### src/rtl/chunk_msg_feeder_pkg.sv
// -----------------------------------------------------------------------------
// chunk_msg_feeder_pkg
// Shared constants and types for the ChunkHasher message feeder.
//   WORDS_PER_BLOCK : 32-bit words in one compression block (fixed at 16)
//   CHUNK_BYTES     : largest message accepted (one 1024-byte chunk)
//   msg_block_t     : one block, word 0 in element [0]
//   feeder_state_e  : feeder FSM states
// -----------------------------------------------------------------------------
package chunk_msg_feeder_pkg;

  localparam int WORDS_PER_BLOCK = 16;
  localparam int CHUNK_BYTES     = 1024;

  typedef logic [WORDS_PER_BLOCK-1:0][31:0] msg_block_t;

  typedef enum logic [2:0] {
    IDLE,
    FILL,
    ISSUE,
    WAIT_ACK,
    WAIT_DONE
  } feeder_state_e;

  // Number of 32-bit words covering len bytes: ceil(len/4).
  // len is at most 1024 here, so 11 bits in and 9 bits (0..256) out suffice.
  function automatic logic [8:0] word_count(input logic [10:0] len);
    logic [10:0] rounded;
    rounded = len + 11'd3;
    return rounded[10:2];
  endfunction

  // Index of the final block: max(1, ceil(nw/16)) - 1.
  function automatic logic [3:0] last_block(input logic [8:0] nw);
    logic [8:0] nw_m1;
    nw_m1 = nw - 9'd1;
    return (nw == 9'd0) ? 4'd0 : nw_m1[7:4];
  endfunction

endpackage

### src/rtl/chunk_msg_feeder_if.sv
// -----------------------------------------------------------------------------
// chunk_msg_feeder_if
// Bundles the host word stream, the ChunkHasher block interface and the
// message status signals of the feeder.
//   Start_I/Len_I         : message start pulse and byte length
//   Data_I/Data_vld_I/Data_rdy_O : word stream into the feeder
//   Msg_O/Byte_num_O/Update_O/Addr_I/Vld_I : block interface to the hasher
//   Busy_O/Done_O/Err_O   : message status
// Handshake: a word moves on every rising clock edge where Data_vld_I and
// Data_rdy_O are both 1. The source may raise Data_vld_I at any time and must
// hold Data_I stable until the transfer; the feeder may drop Data_rdy_O at any
// time, and a word offered while Data_rdy_O is 0 is simply not taken.
// Modport master = the feeder, slave = the environment driving it.
// -----------------------------------------------------------------------------
interface chunk_msg_feeder_if;
  import chunk_msg_feeder_pkg::*;

  logic        Start_I;
  logic [31:0] Len_I;
  logic [31:0] Data_I;
  logic        Data_vld_I;
  logic        Data_rdy_O;
  msg_block_t  Msg_O;
  logic [31:0] Byte_num_O;
  logic        Update_O;
  logic [9:0]  Addr_I;
  logic        Vld_I;
  logic        Busy_O;
  logic        Done_O;
  logic        Err_O;

  modport master (
    input  Start_I, Len_I, Data_I, Data_vld_I, Addr_I, Vld_I,
    output Data_rdy_O, Msg_O, Byte_num_O, Update_O, Busy_O, Done_O, Err_O
  );

  modport slave (
    output Start_I, Len_I, Data_I, Data_vld_I, Addr_I, Vld_I,
    input  Data_rdy_O, Msg_O, Byte_num_O, Update_O, Busy_O, Done_O, Err_O
  );

endinterface

### src/rtl/chunk_msg_feeder.sv
// -----------------------------------------------------------------------------
// chunk_msg_feeder
// Producer side of the ChunkHasher block interface. Takes one message (up to
// one 1024-byte chunk) as a 32-bit word stream, packs it into 16-word blocks
// with the tail of the final block zero-padded, presents each block with a
// one-cycle Update_O pulse and holds it until the hasher moves its block
// address. Done_O pulses once the hasher reports a valid final hash.
// Ports:
//   Clk         : clock
//   Rst_n       : asynchronous active-low reset
//   bus         : chunk_msg_feeder_if.master (stream, hasher and status signals)
//   o_dbg_state : current FSM state, for observation only
// MAX_BYTES must stay <= 1024: the word/block counters are sized for one chunk.
// -----------------------------------------------------------------------------
module chunk_msg_feeder
  import chunk_msg_feeder_pkg::*;
#(
  parameter int MAX_BYTES = CHUNK_BYTES
) (
  input  logic                   Clk,
  input  logic                   Rst_n,
  chunk_msg_feeder_if.master     bus,
  output feeder_state_e          o_dbg_state
);

  // ---------------------------------------------------------------------------
  // State and datapath registers
  // ---------------------------------------------------------------------------
  feeder_state_e r_state;
  msg_block_t    r_msg;
  logic [31:0]   r_byte_num;
  logic [8:0]    r_nw;        // message words, ceil(Len/4)
  logic [1:0]    r_tail;      // Len % 4, valid bytes in the last word (0 = all)
  logic [3:0]    r_last_blk;  // index of the final block
  logic [4:0]    r_wcnt;      // words written into the current block, 0..16
  logic [8:0]    r_tcnt;      // words taken over the whole message, 0..256
  logic [3:0]    r_bcnt;      // index of the block being filled/presented
  logic [9:0]    r_addr;      // hasher address captured when a block is issued
  logic          r_vld_d;
  logic          r_done;
  logic          r_err;

  feeder_state_e w_next;
  logic          w_rdy;
  logic          w_xfer;
  logic          w_start;
  logic          w_len_ok;
  logic          w_last_word;
  logic          w_blk_full;
  logic          w_final_blk;
  logic          w_addr_moved;
  logic          w_vld_rise;
  logic [8:0]    w_nw_in;
  logic [31:0]   w_word;

  // Keeps bytes 0..n-1 of a word; n = 0 means the word is complete.
  function automatic logic [31:0] tail_mask(input logic [1:0] n);
    logic [31:0] m;
    case (n)
      2'd1:    m = 32'h0000_00FF;
      2'd2:    m = 32'h0000_FFFF;
      2'd3:    m = 32'h00FF_FFFF;
      default: m = 32'hFFFF_FFFF;
    endcase
    return m;
  endfunction

  assign w_len_ok     = (bus.Len_I <= 32'(MAX_BYTES));
  assign w_start      = (r_state == IDLE) && bus.Start_I;
  assign w_nw_in      = word_count(bus.Len_I[10:0]);
  assign w_xfer       = w_rdy && bus.Data_vld_I;
  assign w_last_word  = ((r_tcnt + 9'd1) == r_nw);
  assign w_blk_full   = (r_wcnt == 5'(WORDS_PER_BLOCK - 1));
  assign w_final_blk  = (r_bcnt == r_last_blk);
  assign w_addr_moved = (bus.Addr_I != r_addr);
  assign w_vld_rise   = bus.Vld_I && !r_vld_d;
  assign w_word       = w_last_word ? (bus.Data_I & tail_mask(r_tail)) : bus.Data_I;

  // ---------------------------------------------------------------------------
  // FSM: state register
  // ---------------------------------------------------------------------------
  always_ff @(posedge Clk or negedge Rst_n) begin
    if (!Rst_n) begin
      r_state <= IDLE;
    end else begin
      r_state <= w_next;
    end
  end

  // ---------------------------------------------------------------------------
  // FSM: next state and stream ready
  // ---------------------------------------------------------------------------
  always_comb begin
    w_next = r_state;
    w_rdy  = 1'b0;
    case (r_state)
      IDLE: begin
        if (bus.Start_I && w_len_ok) w_next = FILL;
      end
      FILL: begin
        // Ready only while message words remain; an empty message never asks.
        w_rdy = (r_tcnt != r_nw);
        if (r_nw == 9'd0) begin
          w_next = ISSUE;
        end else if (w_rdy && bus.Data_vld_I && (w_blk_full || w_last_word)) begin
          w_next = ISSUE;
        end
      end
      ISSUE: begin
        w_next = WAIT_ACK;
      end
      WAIT_ACK: begin
        // The final block needs no address step; the hasher will signal Vld.
        if (w_final_blk) begin
          w_next = WAIT_DONE;
        end else if (w_addr_moved) begin
          w_next = FILL;
        end
      end
      WAIT_DONE: begin
        if (w_vld_rise) w_next = IDLE;
      end
      default: w_next = IDLE;
    endcase
  end

  // ---------------------------------------------------------------------------
  // Datapath
  // ---------------------------------------------------------------------------
  always_ff @(posedge Clk or negedge Rst_n) begin
    if (!Rst_n) begin
      r_msg      <= '0;
      r_byte_num <= '0;
      r_nw       <= '0;
      r_tail     <= '0;
      r_last_blk <= '0;
      r_wcnt     <= '0;
      r_tcnt     <= '0;
      r_bcnt     <= '0;
      r_addr     <= '0;
      r_vld_d    <= 1'b0;
      r_done     <= 1'b0;
      r_err      <= 1'b0;
    end else begin
      // Vld_I history is tracked always so a level already high when the last
      // block is issued is not mistaken for a fresh rising edge.
      r_vld_d <= bus.Vld_I;
      // Registered so Done_O lands in the same cycle Busy_O drops.
      r_done  <= (r_state == WAIT_DONE) && w_vld_rise;

      if (w_start) begin
        if (w_len_ok) begin
          r_err      <= 1'b0;
          r_byte_num <= bus.Len_I;
          r_nw       <= w_nw_in;
          r_tail     <= bus.Len_I[1:0];
          r_last_blk <= last_block(w_nw_in);
          r_msg      <= '0;
          r_wcnt     <= '0;
          r_tcnt     <= '0;
          r_bcnt     <= '0;
        end else begin
          r_err <= 1'b1;
        end
      end

      if (w_xfer) begin
        r_msg[r_wcnt[3:0]] <= w_word;
        r_wcnt             <= r_wcnt + 5'd1;
        r_tcnt             <= r_tcnt + 9'd1;
      end

      if (r_state == ISSUE) begin
        r_addr <= bus.Addr_I;
      end

      // Block consumed: start the next one from a clean, zeroed register.
      if ((r_state == WAIT_ACK) && !w_final_blk && w_addr_moved) begin
        r_msg  <= '0;
        r_wcnt <= '0;
        r_bcnt <= r_bcnt + 4'd1;
      end
    end
  end

  // ---------------------------------------------------------------------------
  // Outputs
  // ---------------------------------------------------------------------------
  assign bus.Data_rdy_O = w_rdy;
  assign bus.Msg_O      = r_msg;
  assign bus.Byte_num_O = r_byte_num;
  assign bus.Update_O   = (r_state == ISSUE);
  assign bus.Busy_O     = (r_state != IDLE);
  assign bus.Done_O     = r_done;
  assign bus.Err_O      = r_err;
  assign o_dbg_state    = r_state;

endmodule

### src/flat_wrapper.sv
// flat-port wrapper written by rule: the top's interface ports become plain ports
module chunk_msg_feeder_flat import chunk_msg_feeder_pkg::*;
#(
  parameter int MAX_BYTES = CHUNK_BYTES
)
  (Clk, Rst_n, o_dbg_state, bus_Start_I, bus_Len_I, bus_Data_I, bus_Data_vld_I, bus_Addr_I, bus_Vld_I, bus_Data_rdy_O, bus_Msg_O, bus_Byte_num_O, bus_Update_O, bus_Busy_O, bus_Done_O, bus_Err_O);
  chunk_msg_feeder_if bus_i ();
  input  logic Clk;
  input  logic Rst_n;
  output feeder_state_e o_dbg_state;
  input wire logic [$bits(bus_i.Start_I)-1:0] bus_Start_I;
  input wire logic [$bits(bus_i.Len_I)-1:0] bus_Len_I;
  input wire logic [$bits(bus_i.Data_I)-1:0] bus_Data_I;
  input wire logic [$bits(bus_i.Data_vld_I)-1:0] bus_Data_vld_I;
  input wire logic [$bits(bus_i.Addr_I)-1:0] bus_Addr_I;
  input wire logic [$bits(bus_i.Vld_I)-1:0] bus_Vld_I;
  output wire logic [$bits(bus_i.Data_rdy_O)-1:0] bus_Data_rdy_O;
  output wire logic [$bits(bus_i.Msg_O)-1:0] bus_Msg_O;
  output wire logic [$bits(bus_i.Byte_num_O)-1:0] bus_Byte_num_O;
  output wire logic [$bits(bus_i.Update_O)-1:0] bus_Update_O;
  output wire logic [$bits(bus_i.Busy_O)-1:0] bus_Busy_O;
  output wire logic [$bits(bus_i.Done_O)-1:0] bus_Done_O;
  output wire logic [$bits(bus_i.Err_O)-1:0] bus_Err_O;
  assign bus_i.Start_I = bus_Start_I;
  assign bus_i.Len_I = bus_Len_I;
  assign bus_i.Data_I = bus_Data_I;
  assign bus_i.Data_vld_I = bus_Data_vld_I;
  assign bus_i.Addr_I = bus_Addr_I;
  assign bus_i.Vld_I = bus_Vld_I;
  assign bus_Data_rdy_O = bus_i.Data_rdy_O;
  assign bus_Msg_O = bus_i.Msg_O;
  assign bus_Byte_num_O = bus_i.Byte_num_O;
  assign bus_Update_O = bus_i.Update_O;
  assign bus_Busy_O = bus_i.Busy_O;
  assign bus_Done_O = bus_i.Done_O;
  assign bus_Err_O = bus_i.Err_O;
  chunk_msg_feeder #(.MAX_BYTES(MAX_BYTES)) u_core (.Clk(Clk), .Rst_n(Rst_n), .bus(bus_i), .o_dbg_state(o_dbg_state));
endmodule
### config.mk
export PLATFORM = sky130hd
export DESIGN_NAME = chunk_msg_feeder_flat
export DESIGN_NICKNAME = d
export VERILOG_FILES = /design/src/rtl/chunk_msg_feeder_pkg.sv /design/src/rtl/chunk_msg_feeder_if.sv /design/src/rtl/chunk_msg_feeder.sv /design/src/flat_wrapper.sv
export SDC_FILE = /design/constraint.sdc
export NUM_CORES = 1
export LEC_CHECK = 0
export CAP_MARGIN = 0
export CORE_ASPECT_RATIO = 1.25
export CORE_MARGIN = 2
export CORE_UTILIZATION = 24
export CTS_CLUSTER_SIZE = 16
export DETAILED_ROUTE_END_ITERATION = 6
export GPL_ROUTABILITY_DRIVEN = 0
export PLACE_DENSITY = 0.53
export SYNTH_ARGS = -nofsm -noshare
export SYNTH_HDL_FRONTEND = slang
export SYNTH_SLANG_ARGS = --single-unit
### constraint.sdc
create_clock -name Clk -period 2.4 [get_ports Clk]
set_clock_uncertainty 0.05 [all_clocks]
set_input_delay 0.48 -clock Clk [delete_from_list [all_inputs] [get_ports Clk]]
set_output_delay 0.48 -clock Clk [all_outputs]
set_load 0.01 [all_outputs]
==> out/results.txt <==
For the initial antenna violation count, the log shows 17. For the starting density of the core, the log shows 24.1%. The worst hold margin was 0.275 ns; the number of global-route vias before repair was 22,200.

Dominant register cell in the synthesized netlist: sky130_fd_sc_hd__dfrtp_1. For the pin with the worst max-slew slack, the measured transition is 0.998 ns. Clock sink total: 591. For this run, design rule violations remaining after detail routing come to 0. The routed layout has 22,600 vias. The largest net degree at the start of global routing was 70; the shortest period the worst path allows was 2.97 ns.

Kind of end point of the critical path: an output pin. Synthesis produced a netlist whose cell count is 2,348. The synthesis-to-layout area growth works out to 61.7%. In the synthesized netlist the async set-or-reset flop fraction comes to 100%. Power spread over the standard cell area amounts to 618 nW/um2.

In this run, synthesis produced a sequential element count of 591. The die is 290 um wide. The run gives 0 as the total count of hold-check failures in the final report.

The count of buffers inserted at the top-level ports was 630. Summed over all instances, the cell type with the most area after synthesis is sky130_fd_sc_hd__dfrtp_1. In this run the worst path has a maximum fanout of 2. Net switching is 28.6% of the power.

The run gives 60 as the number of distinct library cells after synthesis. The max-slew violation total from the final report is 0. The tools report the number of nets at the end of the flow as 3,282.

During I/O placement, the number of pins put on the boundary was 631. STA classifies the critical path startpoint as a register. The path class of the tightest hold or removal check is input port to register. For the net count after synthesis, the log shows 2,436. The clock tree synthesis step divided the H-tree into 2 levels. The number of clock buffers added by TritonCTS is 61. The maximum VDD drop was 497 uV; the required time of the critical path was 1.87 ns. The sequential-to-total area share from yosys stat is 60.3%, and the register clock-pin slew on the reported worst setup and hold paths is 0.06 ns.

Once detail routing completed, the nets flagged for antenna violations numbered 0. Dividing the detail-routed via count by the number of cells gives 4.93. In the global route stage, met1 resource usage came out at 26.2%.

Each instance of the synthesized netlist takes up on average 10.4 um2. met2 is the most crowded layer. The flow ran to the end, but the final reports show violations. Yosys attributes the largest share of cell area to sky130_fd_sc_hd__dfrtp_1, sky130_fd_sc_hd__nand3_1, sky130_fd_sc_hd__o21ai_0, sky130_fd_sc_hd__nand2_1, sky130_fd_sc_hd__buf_6.

Based on the critical path, the design can be clocked at up to 0.336 GHz. Setup repair after global routing could not meet its margin everywhere. Counting flops with a built-in enable in the synthesized netlist gives 0. The total area inside the core boundary comes to 102,000 um2. Summed over all layers, the global routing overflow is 0. The synthesized netlist occupies a cell area of 24,500 um2. The first global-routing pass estimated 167,000 um of wire.

The die is 361 um tall. In the global route stage, overall resource usage came out at 21.8%. Across the run, the number of max-cap violations was 0.

Of the available clock period, the critical path in the final layout requires 124%. TritonCTS built the clock tree. The logs give 41.6% for the share of total power in sequential cells and 3 for the worst-case clock buffer depth. The logs give 0 for the count of yosys warnings during synthesis and 0.0175 W for the internal power. The share of post-route cells with drive strength above 1 is 19.7%, and the clock latency at the later pin of the worst-skew pair is 0.65 ns. The final worst setup slack is -0.573 ns.

The die covers 105,000 um2. The clock tree root driver cell is sky130_fd_sc_hd__clkbuf_16. The checks that failed: setup timing. The top cell type by area accounts for 60.3% of the synthesized area.

The run gives 37.4% as the met2 layer usage reported by global route. The initialized floorplan defines 131 standard-cell rows. The pre-antenna-repair detailed-routing pass consisted of 7 iterations. The count of filler cells inserted in the layout was 9,800. Class of the most critical setup path: register to output pin. In the final routed layout, each cell accounts on average for 26.9 um. The headroom to the max-slew limit is 33.2%, and the arrival time at the worst endpoint is 2.44 ns. The tools report the leakage power of the design as 17.7 nW.

The post-placement setup slack came out at -0.585 ns. The first routing iteration left 1,880 violations. The run gives 0.00702 W as the net switching power of the design.

Routing usage on met3: 4.66%. The final layout contains routed wiring with a total length of 123,000 um. Detailed placement ended at an HPWL of 69,800 um.

The share of total power dissipated in the clock network is 42.0%. Setup violation total in the final timing report: 526. Combinational cells account for 16.4% of the total power.
kinds of logic after synthesis:
group	after synthesis	synth area share, %
AND/OR/NAND/NOR	957	19.2
flip-flops	591	60.3
AO/OA/AOI/OAI	489	11.5
buffers and inverters	253	6.69
XOR/XNOR	38	1.42
multiplexers	11	0.505
adder cells (fa/ha/maj)	9	0.459
metrics by stage:
| step | total power [W] | std cells | TNS (ns) | cell area, um2 | utilization (%) |
|---|---|---|---|---|---|
| after floorplan | 0.0123 | 2348 | -0.651 | 24500 | - |
| after global placement | 0.0143 | 4294 | -282.05 | 33700 | 33.1 |
| after detailed placement | 0.0143 | 4294 | -280.55 | 33700 | 33.1 |
| after CTS | 0.0246 | 4543 | -171.52 | 38800 | 38.2 |
| after global routing | 0.0254 | 4586 | -212.99 | 39700 | 39.0 |
| final | 0.0245 | 4586 | -173.94 | 39700 | 39.0 |
area by class of cell:
cell class,instances,area (um2),area share (%)
diodes,11,27.5,0.0694
inverters,11,41.3,0.104
well taps,1330,1660,4.20
repair buffers,1021,12300,30.9
flip-flops and latches,591,14800,37.3
clock buffers,80,1730,4.36
multi-input cells,1508,8720,22.0
clock inverters,34,408,1.03
registers in the layout, indices dropped and copies added (netlist names):
| name | count |
|---|---|
| u_core.bus.Msg_O | 512 |
| u_core.r_bcnt | 4 |
| u_core.r_tail | 1 |
| u_core.r_nw | 9 |
| u_core.bus.Byte_num_O | 31 |
| u_core.o_dbg_state | 3 |
| u_core.r_vld_d | 1 |
| u_core.bus.Err_O | 1 |
| u_core.r_tcnt | 9 |
| u_core.r_addr | 10 |
| u_core.r_wcnt | 5 |
| u_core.r_last_blk | 4 |
| u_core.bus.Done_O | 1 |
routing by layer:
layer,part of all wire (%),routed length [um]
met3,6.9,8520
met4,5.0,6150
met5,0.045,55
met2,49,60800
met1,39,47800
cell usage in the layout, fill, tap and decap left out, types with 12 or more instances in the layout:
master | netlist | layout
sky130_fd_sc_hd__xnor2_1 | 14 | 12
sky130_fd_sc_hd__clkdlybuf4s50_1 | 0 | 628
sky130_fd_sc_hd__xor2_1 | 22 | 22
sky130_fd_sc_hd__nand3_2 | 32 | 35
sky130_fd_sc_hd__nor2b_1 | 26 | 26
sky130_fd_sc_hd__dfrtp_1 | 591 | 590
sky130_fd_sc_hd__clkbuf_8 | 0 | 13
sky130_fd_sc_hd__buf_8 | 10 | 19
sky130_fd_sc_hd__buf_16 | 0 | 40
sky130_fd_sc_hd__clkinv_2 | 0 | 16
sky130_fd_sc_hd__and3_1 | 20 | 16
sky130_fd_sc_hd__a21oi_1 | 24 | 23
sky130_fd_sc_hd__nand2_1 | 300 | 300
sky130_fd_sc_hd__nor2_1 | 20 | 20
sky130_fd_sc_hd__o21ai_1 | 94 | 205
sky130_fd_sc_hd__nand3_4 | 0 | 19
sky130_fd_sc_hd__buf_4 | 18 | 159
sky130_fd_sc_hd__buf_6 | 54 | 32
sky130_fd_sc_hd__o21ai_2 | 1 | 15
sky130_fd_sc_hd__o21ai_0 | 312 | 187
sky130_fd_sc_hd__buf_12 | 0 | 114
sky130_fd_sc_hd__clkbuf_16 | 0 | 82
sky130_fd_sc_hd__nand3_1 | 510 | 488
sky130_fd_sc_hd__o31ai_4 | 8 | 24
synth_stat cells, types with 22 or more instances:
cell and count:
sky130_fd_sc_hd__a21oi_1 24, sky130_fd_sc_hd__nand3_2 32, sky130_fd_sc_hd__xor2_1 22, sky130_fd_sc_hd__o21ai_0 312, sky130_fd_sc_hd__nand3_1 510, sky130_fd_sc_hd__buf_2 68
sky130_fd_sc_hd__nor2b_1 26, sky130_fd_sc_hd__clkbuf_1 57, sky130_fd_sc_hd__o21ai_1 94, sky130_fd_sc_hd__buf_6 54, sky130_fd_sc_hd__dfrtp_1 591, sky130_fd_sc_hd__nand2_1 300
timing repair:
| action | in CTS | in global routing |
|---|---|---|
| endpoints found under the setup margin | 526 | 531 |
| endpoints found under the hold margin | 27 | 0 |
| resized for setup | 169 | 171 |
| buffers inserted | 81 | 22 |
| hold buffers | 1 | 0 |
| pin swaps | 27 | 15 |
| gates cloned | 56 | 23 |
power by group through the flow:
stage / combinational, W / sequential (W) / clock (W)
final: 0.00401 / 0.0102 / 0.0103
after CTS: 0.00397 / 0.0102 / 0.0105
after floorplan: 0.00185 / 0.0104 / 0
after global routing: 0.00429 / 0.0102 / 0.0109
after detailed placement: 0.00390 / 0.0104 / 0
after global placement: 0.00391 / 0.0104 / 0
final timing paths:
path / from / slack (ns) / cells after the start / endpoint
max in group asynchronous: Rst_n / 0.95 / 3 / u_core.bus.Msg_O[473]
setup / recovery: u_core.r_tcnt[2] / -0.57 / 5 / bus_Data_rdy_O
hold / removal: bus_Vld_I / 0.28 / 1 / u_core.r_vld_d
setup reg to reg: u_core.r_tcnt[2] / -0.52 / 12 / u_core.bus.Msg_O[275]
min in group asynchronous: Rst_n / 0.36 / 2 / u_core.bus.Msg_O[241]
hold reg to reg: u_core.bus.Byte_num_O[6] / 0.43 / 2 / u_core.bus.Byte_num_O[6]
worst max-delay path: stages, from the launching register on:
cell                      delay (ns)
sky130_fd_sc_hd__dfrtp_2        0.43
sky130_fd_sc_hd__xor2_2         0.18
sky130_fd_sc_hd__or4_4          0.54
sky130_fd_sc_hd__or3_4          0.39
sky130_fd_sc_hd__and2_4         0.15
sky130_fd_sc_hd__buf_6          0.12
(Power assumes the default switching activity.)
